File: config.mk
export PLATFORM = sky130hd
export DESIGN_NAME = serial_mag_comparator_flat
export DESIGN_NICKNAME = d
export VERILOG_FILES = /design/src/rtl/serial_mag_comparator_pkg.sv /design/src/rtl/serial_mag_comparator_if.sv /design/src/rtl/serial_mag_comparator_bit_cmp_cell.sv /design/src/rtl/serial_mag_comparator.sv /design/src/flat_wrapper.sv
export SDC_FILE = /design/constraint.sdc
export NUM_CORES = 1
export LEC_CHECK = 0
export CAP_MARGIN = 0
export CELL_PAD_IN_SITES_DETAIL_PLACEMENT = 0
export CELL_PAD_IN_SITES_GLOBAL_PLACEMENT = 2
export CORE_MARGIN = 2
export CORE_UTILIZATION = 26
export DETAILED_ROUTE_END_ITERATION = 8
export GPL_TIMING_DRIVEN = 0
export PLACE_DENSITY = 0.8
export SYNTH_ARGS = -nofsm -noshare
export SYNTH_HDL_FRONTEND = slang
export SYNTH_SLANG_ARGS = --single-unit
File: constraint.sdc
create_clock -name clk -period 1.3 [get_ports clk]
set_clock_uncertainty 0.15 [all_clocks]
set_input_delay 0.325 -clock clk [delete_from_list [all_inputs] [get_ports clk]]
set_output_delay 0.325 -clock clk [all_outputs]
set_load 0.02 [all_outputs]
File: src/rtl/serial_mag_comparator_pkg.sv
// -----------------------------------------------------------------------------
// cmp_pkg
// Shared definitions for the bit-serial magnitude comparator:
//   state_t     - controller states (IDLE, SHIFT, DONE)
//   rel_t       - 2-bit relation encoding (REL_EQ, REL_LT, REL_GT)
//   leg_t       - one-hot less/equal/greater output bundle
//   rel_to_leg  - maps a relation code onto the l/e/g bundle
// -----------------------------------------------------------------------------
package cmp_pkg;

  typedef enum logic [1:0] {
    IDLE  = 2'b00,
    SHIFT = 2'b01,
    DONE  = 2'b10
  } state_t;

  typedef enum logic [1:0] {
    REL_EQ = 2'b00,
    REL_LT = 2'b01,
    REL_GT = 2'b10
  } rel_t;

  typedef struct packed {
    logic l;
    logic e;
    logic g;
  } leg_t;

  // The unused code 2'b11 cannot be produced by the datapath; treat it as
  // equal so the outputs remain one-hot regardless.
  function automatic leg_t rel_to_leg(input rel_t rel);
    leg_t leg;
    leg = '{l: 1'b0, e: 1'b1, g: 1'b0};
    case (rel)
      REL_LT:  leg = '{l: 1'b1, e: 1'b0, g: 1'b0};
      REL_GT:  leg = '{l: 1'b0, e: 1'b0, g: 1'b1};
      default: leg = '{l: 1'b0, e: 1'b1, g: 1'b0};
    endcase
    return leg;
  endfunction

endpackage

File: src/rtl/serial_mag_comparator_if.sv
// -----------------------------------------------------------------------------
// serial_mag_comparator_if
// Bit-serial operand link plus result bundle for serial_mag_comparator.
//   start      - begin a new comparison (master -> slave)
//   bit_valid  - a_bit/b_bit carry a valid pair (master -> slave)
//   a_bit      - serial bit of operand A (master -> slave)
//   b_bit      - serial bit of operand B (master -> slave)
//   bit_ready  - slave accepts a pair this cycle (slave -> master)
//   busy       - comparison in progress (slave -> master)
//   done       - one-cycle completion pulse (slave -> master)
//   l, e, g    - registered A<B, A==B, A>B (slave -> master)
// -----------------------------------------------------------------------------
interface serial_mag_comparator_if;
  logic start;
  logic bit_valid;
  logic a_bit;
  logic b_bit;
  logic bit_ready;
  logic busy;
  logic done;
  logic l;
  logic e;
  logic g;

  modport master (
    output start, bit_valid, a_bit, b_bit,
    input  bit_ready, busy, done, l, e, g
  );

  modport slave (
    input  start, bit_valid, a_bit, b_bit,
    output bit_ready, busy, done, l, e, g
  );
endinterface

File: src/rtl/serial_mag_comparator_bit_cmp_cell.sv
// -----------------------------------------------------------------------------
// bit_cmp_cell
// Combinational single-bit magnitude compare.
//   a, b   - input bits
//   lt     - a < b
//   eq     - a == b
//   gt     - a > b
// -----------------------------------------------------------------------------
module bit_cmp_cell (
  input  logic a,
  input  logic b,
  output logic lt,
  output logic eq,
  output logic gt
);

  assign lt = ~a & b;
  assign gt = a & ~b;
  assign eq = ~(a ^ b);

endmodule

File: src/rtl/serial_mag_comparator.sv
// -----------------------------------------------------------------------------
// serial_mag_comparator
// Bit-serial WIDTH-bit magnitude comparator. Operand pairs arrive one bit per
// accepted handshake; after WIDTH bits the registered l/e/g outputs load the
// relation of A to B and done pulses for one cycle.
//   Parameters: WIDTH (operand bits, >= 1), MSB_FIRST (1: MSB first, 0: LSB first)
//   clk    - rising-edge clock
//   rst_n  - synchronous active-low reset
//   bus    - serial_mag_comparator_if.slave (start, bit_valid, a_bit, b_bit,
//            bit_ready, busy, done, l, e, g)
// -----------------------------------------------------------------------------
module serial_mag_comparator
  import cmp_pkg::*;
#(
  parameter int WIDTH     = 8,
  parameter bit MSB_FIRST = 1'b1
) (
  input  logic                    clk,
  input  logic                    rst_n,
  serial_mag_comparator_if.slave  bus
);

  localparam int CNT_W = $clog2(WIDTH + 1);
  localparam logic [CNT_W-1:0] CNT_LAST = CNT_W'(WIDTH - 1);
  localparam logic [CNT_W-1:0] CNT_MAX  = CNT_W'(WIDTH);

  state_t            state_q;
  state_t            state_d;
  logic [CNT_W-1:0]  cnt_q;
  rel_t              rel_q;
  rel_t              rel_next;
  rel_t              cell_rel;
  leg_t              leg_q;

  logic              cell_lt;
  logic              cell_eq;
  logic              cell_gt;
  logic              accept;
  logic              last_bit;
  logic              restart;

  bit_cmp_cell u_cell (
    .a  (bus.a_bit),
    .b  (bus.b_bit),
    .lt (cell_lt),
    .eq (cell_eq),
    .gt (cell_gt)
  );

  assign accept   = bus.bit_valid && (state_q == SHIFT);
  assign last_bit = accept && (cnt_q == CNT_LAST);
  // start is honoured only outside SHIFT; in DONE it chains straight into
  // the next comparison.
  assign restart  = bus.start && (state_q != SHIFT);

  always_comb begin
    cell_rel = REL_EQ;
    if (cell_eq)      cell_rel = REL_EQ;
    else if (cell_lt) cell_rel = REL_LT;
    else if (cell_gt) cell_rel = REL_GT;
  end

  // MSB first: the first differing bit decides and the decision is sticky.
  // LSB first: every differing bit overwrites, so the most significant
  // difference (the last one seen) wins.
  always_comb begin
    rel_next = rel_q;
    if (MSB_FIRST) begin
      if (rel_q == REL_EQ) rel_next = cell_rel;
    end else begin
      if (cell_rel != REL_EQ) rel_next = cell_rel;
    end
  end

  always_comb begin
    state_d = state_q;
    case (state_q)
      IDLE:    if (bus.start) state_d = SHIFT;
      SHIFT:   if (last_bit)  state_d = DONE;
      DONE:    state_d = bus.start ? SHIFT : IDLE;
      default: state_d = IDLE;
    endcase
  end

  always_ff @(posedge clk) begin
    if (!rst_n) begin
      state_q <= IDLE;
      cnt_q   <= '0;
      rel_q   <= REL_EQ;
      leg_q   <= '0;
    end else begin
      state_q <= state_d;
      if (restart) begin
        cnt_q <= '0;
        rel_q <= REL_EQ;
      end else if (accept && (cnt_q != CNT_MAX)) begin
        cnt_q <= cnt_q + CNT_W'(1);
        rel_q <= rel_next;
      end
      // The final bit is folded in combinationally so the result lands on
      // the same edge that enters DONE.
      if (last_bit) leg_q <= rel_to_leg(rel_next);
    end
  end

  assign bus.bit_ready = (state_q == SHIFT);
  assign bus.busy      = (state_q == SHIFT);
  assign bus.done      = (state_q == DONE);
  assign bus.l         = leg_q.l;
  assign bus.e         = leg_q.e;
  assign bus.g         = leg_q.g;

endmodule

File: src/flat_wrapper.sv
// flat-port wrapper written by rule: the top's interface ports become plain ports
module serial_mag_comparator_flat import cmp_pkg::*;
#(
  parameter int WIDTH     = 8,
  parameter bit MSB_FIRST = 1'b1
)
  (clk, rst_n, bus_start, bus_bit_valid, bus_a_bit, bus_b_bit, bus_bit_ready, bus_busy, bus_done, bus_l, bus_e, bus_g);
  serial_mag_comparator_if bus_i ();
  input  logic clk;
  input  logic rst_n;
  input wire logic [$bits(bus_i.start)-1:0] bus_start;
  input wire logic [$bits(bus_i.bit_valid)-1:0] bus_bit_valid;
  input wire logic [$bits(bus_i.a_bit)-1:0] bus_a_bit;
  input wire logic [$bits(bus_i.b_bit)-1:0] bus_b_bit;
  output wire logic [$bits(bus_i.bit_ready)-1:0] bus_bit_ready;
  output wire logic [$bits(bus_i.busy)-1:0] bus_busy;
  output wire logic [$bits(bus_i.done)-1:0] bus_done;
  output wire logic [$bits(bus_i.l)-1:0] bus_l;
  output wire logic [$bits(bus_i.e)-1:0] bus_e;
  output wire logic [$bits(bus_i.g)-1:0] bus_g;
  assign bus_i.start = bus_start;
  assign bus_i.bit_valid = bus_bit_valid;
  assign bus_i.a_bit = bus_a_bit;
  assign bus_i.b_bit = bus_b_bit;
  assign bus_bit_ready = bus_i.bit_ready;
  assign bus_busy = bus_i.busy;
  assign bus_done = bus_i.done;
  assign bus_l = bus_i.l;
  assign bus_e = bus_i.e;
  assign bus_g = bus_i.g;
  serial_mag_comparator #(.WIDTH(WIDTH), .MSB_FIRST(MSB_FIRST)) u_core (.clk(clk), .rst_n(rst_n), .bus(bus_i));
endmodule
==> results.md <==
CTS:
- Buffers inserted during clock tree synthesis total 3.
- Counting along the longest clock path gives a buffer depth of 2.
- The total number of clock tree sinks is 11.
- The clock latency on the worst-skew pair is 0.27 ns.
- The buffer cell driving the clock tree root is sky130_fd_sc_hd__clkbuf_4.
- The maximum level of the CTS H-tree is 1.
- The count of hold-fix buffers inserted at cts is 0.
- After clock tree synthesis, the clock-pin slew on the worst setup and hold paths is 0.07 ns.
- The clock tree from TritonCTS is built.

Floorplanning:
- The die outline width is 51.5 µm.
- The core region is 2170 µm².
- 12 I/O pins were placed.
- The number of rows in the core area is 17.
- The die covers between 2000 and 3000 µm².
- The height of the chip is 51.5 µm.
- The starting density of the core is 27.0%.

GRT:
- Entering global routing, the biggest net connects 11 pins.
- The number of antenna violations at the first check in global routing is 0.
- Global routing finished with a remaining overflow of 0.
- The total track usage is 10.4%.
- The number of global-route vias before repair came to 482.
- The first global-routing pass estimated 2.01 mm of wire.

Logic synthesis:
- In this run, distinct cell masters in the synthesized netlist total 25.
- Yosys mapped a number of flops with a built-in enable equal to 0.
- The share of the synthesized area in the top cell type is 37.5%.
- In this run the cell area of the synthesized design comes to 587 µm².
- Among all cell types in the netlist, the one instantiated most often is sky130_fd_sc_hd__dfxtp_1.
- After synthesis the netlist holds a flip-flop and latch count of 11.
- Of all flip-flops after synthesis, the portion carrying an async set or reset was 0%.
- Sorting the synthesized cells by area gives the leading types as sky130_fd_sc_hd__dfxtp_1 (38%), sky130_fd_sc_hd__ha_1 (8.5%), sky130_fd_sc_hd__mux2i_1 (6.8%).
- By count the netlist is led by sky130_fd_sc_hd__dfxtp_1 (11), sky130_fd_sc_hd__inv_1 (7), sky130_fd_sc_hd__nand2_1 (7), sky130_fd_sc_hd__a21oi_1 (5).
- The largest area contributor in the synthesized netlist is sky130_fd_sc_hd__dfxtp_1.
- The post-synth net total is 75.
- The cell count after synthesis is 65.
- The most used flip-flop cell after synthesis is sky130_fd_sc_hd__dfxtp_1.
- During synthesis, Yosys emitted a total of 0 warnings.
- Summing the sequential cell areas from Yosys gives 37.5% of the chip area.
- The post-synthesis area per instance is 9.03 µm².

Timing:
- The tightest hold path in the finished design has a slack of roughly 0.20 ns.
- At the pin with the least slew margin, the transition time is 0.319 ns.
- The number of setup violations in the final report is 11.
- Setup repair after global routing could not meet its margin everywhere.
- The sum of negative setup slack is -1.03 ns.
- The count of final hold-check violations came to 0.
- The relative slew slack is 78.7%.
- The minimum period implied by the final worst setup slack is 1.53 ns.
- Of the available clock period, the critical path in the final layout requires 117%.
- Based on the critical path, the design can be clocked at up to 655 MHz.
- After layout, the worst setup slack is -0.227 ns.
- The final max-slew violation count is 0.

Flow run:
- The tool flagged a number of max-cap violations equal to 0.

Setup path:
- The depth of the worst register-to-register path is 5.
- In this run the critical register-to-register path is captured at u_core.cnt_q[0].
- The worst setup path is of the reg -> out kind.
- The number of buffers and inverters on the critical path is 2.
- At the worst endpoint, the arrival time is 1.05 ns.
- By instance count, the cell type seen most on the critical path is sky130_fd_sc_hd__buf_6.
- On the critical path, the stage with the largest delay is an instance of sky130_fd_sc_hd__dfxtp_2.
- For the worst setup path, the data required time is roughly 0.82 ns.
- The setup check on the worst reg-to-reg path leaves a slack of -0.15 ns.
- Among cell families on the critical path, the largest total delay comes from flip-flops.
- STA classifies the critical path endpoint as a primary output.
- Along the worst path, the maximum fanout reaches 4.
- The startpoint identified for the worst register-to-register timing path is u_core.cnt_q[0].
- The critical path goes through and2b_4, buf_6, buf_6.
- The largest incremental delay on the critical path is ~0.33 ns.
- STA classifies the critical path startpoint as a flop.

Drt:
- For this run, the detailed router's first-pass iteration total came to 3.
- The antenna violation net count after detailed routing is 0.
- Summing over every cut layer, the via total after detailed routing is 513.
- The routed wire length is 1.26 mm.
- The number of DRC markers in iteration 0 is 5.
- For this run, design rule violations remaining after detail routing come to 0.
- In the routed layout, each cell is associated on average with a via count of 4.54.
- In the final routed layout, each cell accounts on average for 11.2 µm.

Placement:
- At the end of routability-driven placement, the weighted congestion stood at 0.747.
- The wire-length estimate of the detail-placed layout is 799 µm.
- The number of buffer cells added on primary ports is 10.

Worst hold path:
- The worst hold path belongs to the class in -> reg.
- The cell depth of the worst min-delay path is 2.
- The start point of the worst min-delay path is rst_n.
- The sink of the worst hold path is u_core.state_q[1].

Cells and area:
- The total number of nets in the final design is 96.
- The repair_antennas step left the layout with diodes totalling 0.
- The share of cells above drive strength 1 is 41.2%.
- The area growth from synthesis to layout is 47.3%.

Outcome:
- The checks that failed: negative setup slack.
- The run finished, with violations left.

Power and ir drop:
- The analysis attributes to cell leakage a power of 0.354 nW.
- Total power for the finished layout comes to 0.727 mW.
- The power density over the cells is ~840 nW/µm².
- The peak supply drop is 468 µV.
worst max-delay path by stage:
stage	start	endpoint	cells past startpoint
6_report	u_core.state_q[1]	bus_busy	3
5_1_grt	u_core.state_q[1]	bus_busy	3
4_1_cts	u_core.state_q[1]	bus_busy	3
3_5_place_dp	bus_b_bit	u_core.bus.e	7
3_3_place_gp	bus_bit_valid	u_core.bus.g	4
2_1_floorplan	u_core.cnt_q[1]	u_core.cnt_q[0]	5
sequential cells by signal, indices dropped and copies added, names as in the netlist:
| name | count |
|---|---|
| u_core.state_q | 2 |
| u_core.bus.g | 1 |
| u_core.cnt_q | 4 |
| u_core.bus.l | 1 |
| u_core.bus.e | 1 |
| u_core.rel_q | 2 |
power breakdown:
| group | switching [mW] | total, mW | internal, mW |
|---|---|---|---|
| Combinational | 0.0668 | 0.137 | 0.0702 |
| Clock | 0.119 | 0.238 | 0.119 |
| Sequential | 0.0108 | 0.352 | 0.341 |
kinds of logic after synthesis:
kind of cell / count (synthesis) / share of synthesized area, %
and+or+nand+nor: 24 / 26.4
AOI/OAI and AO/OA: 13 / 12.6
DFF: 11 / 37.5
buffers and inverters: 9 / 8.10
muxes: 4 / 6.82
adders and majority gates: 4 / 8.53
timing repair:
item / CTS / global route
pin swaps: 3 / 11
resized for setup: 37 / 18
setup endpoints to repair: 16 / 14
buffers inserted: 3 / 3
cloned: 0 / 0
per-stage QoR:
stage | setup slack (ns) | cells | cell area (µm²) | util, %
finish | -0.227 | 113 | 865 | 39.9
global placement | -0.595 | 103 | 727 | 33.5
floorplan | -0.0378 | 65 | 592 | -
global route | -0.277 | 113 | 865 | 39.9
detailed placement | -0.611 | 103 | 727 | 33.5
CTS | -0.232 | 110 | 782 | 36.0
worst reg2reg max path, delay by kind of cell, from the launching register on:
family                   cells  cell delay (ns)
buffers and inverters        1             0.04
AND/OR/NAND/NOR              2             0.53
adder cells (fa/ha/maj)      1             0.15
AO/OA/AOI/OAI                1             0.12
flip-flops                   1             0.39
layer usage:
layer / share of wire, % / up-vias / track usage, %
met2: 52 / 10 / 16.0
met5: 0 / - / 0
met1: 45 / 237 / 12.8
met3: 3.7 / 0 / 3.45
met4: 0 / 0 / 5.26
li1: - / 266 / -
final cells by class:
type	count	area (µm²)
Fill cell	238	1310
Sequential cell	11	233
Timing Repair Buffer	16	128
Inverter	7	28.8
Buffer	2	25.0
Multi-Input combinational cell	45	389
Clock buffer	4	26.3
Tap cell	28	35.0
placed cells by master (no fill, tap or decap), types with 2 or more instances in the layout:
master                     synthesis  final
sky130_fd_sc_hd__dfxtp_1          11      7
sky130_fd_sc_hd__o21ai_1           1      2
sky130_fd_sc_hd__inv_1             7      5
sky130_fd_sc_hd__nand3_1           2      2
sky130_fd_sc_hd__clkbuf_4          0      3
sky130_fd_sc_hd__a21oi_2           0      2
sky130_fd_sc_hd__o21ai_0           3      2
sky130_fd_sc_hd__dfxtp_4           0      3
sky130_fd_sc_hd__a21oi_1           5      3
sky130_fd_sc_hd__ha_1              4      2
sky130_fd_sc_hd__buf_2             0      4
sky130_fd_sc_hd__or3_1             2      2
sky130_fd_sc_hd__nor2_1            2      2
sky130_fd_sc_hd__buf_4             1      5
sky130_fd_sc_hd__ha_4              0      2
sky130_fd_sc_hd__mux2i_1           4      4
sky130_fd_sc_hd__nand3b_1          3      3
sky130_fd_sc_hd__buf_6             0      4
sky130_fd_sc_hd__nand2_1           7      7
Power figures use the tool's default switching activity.
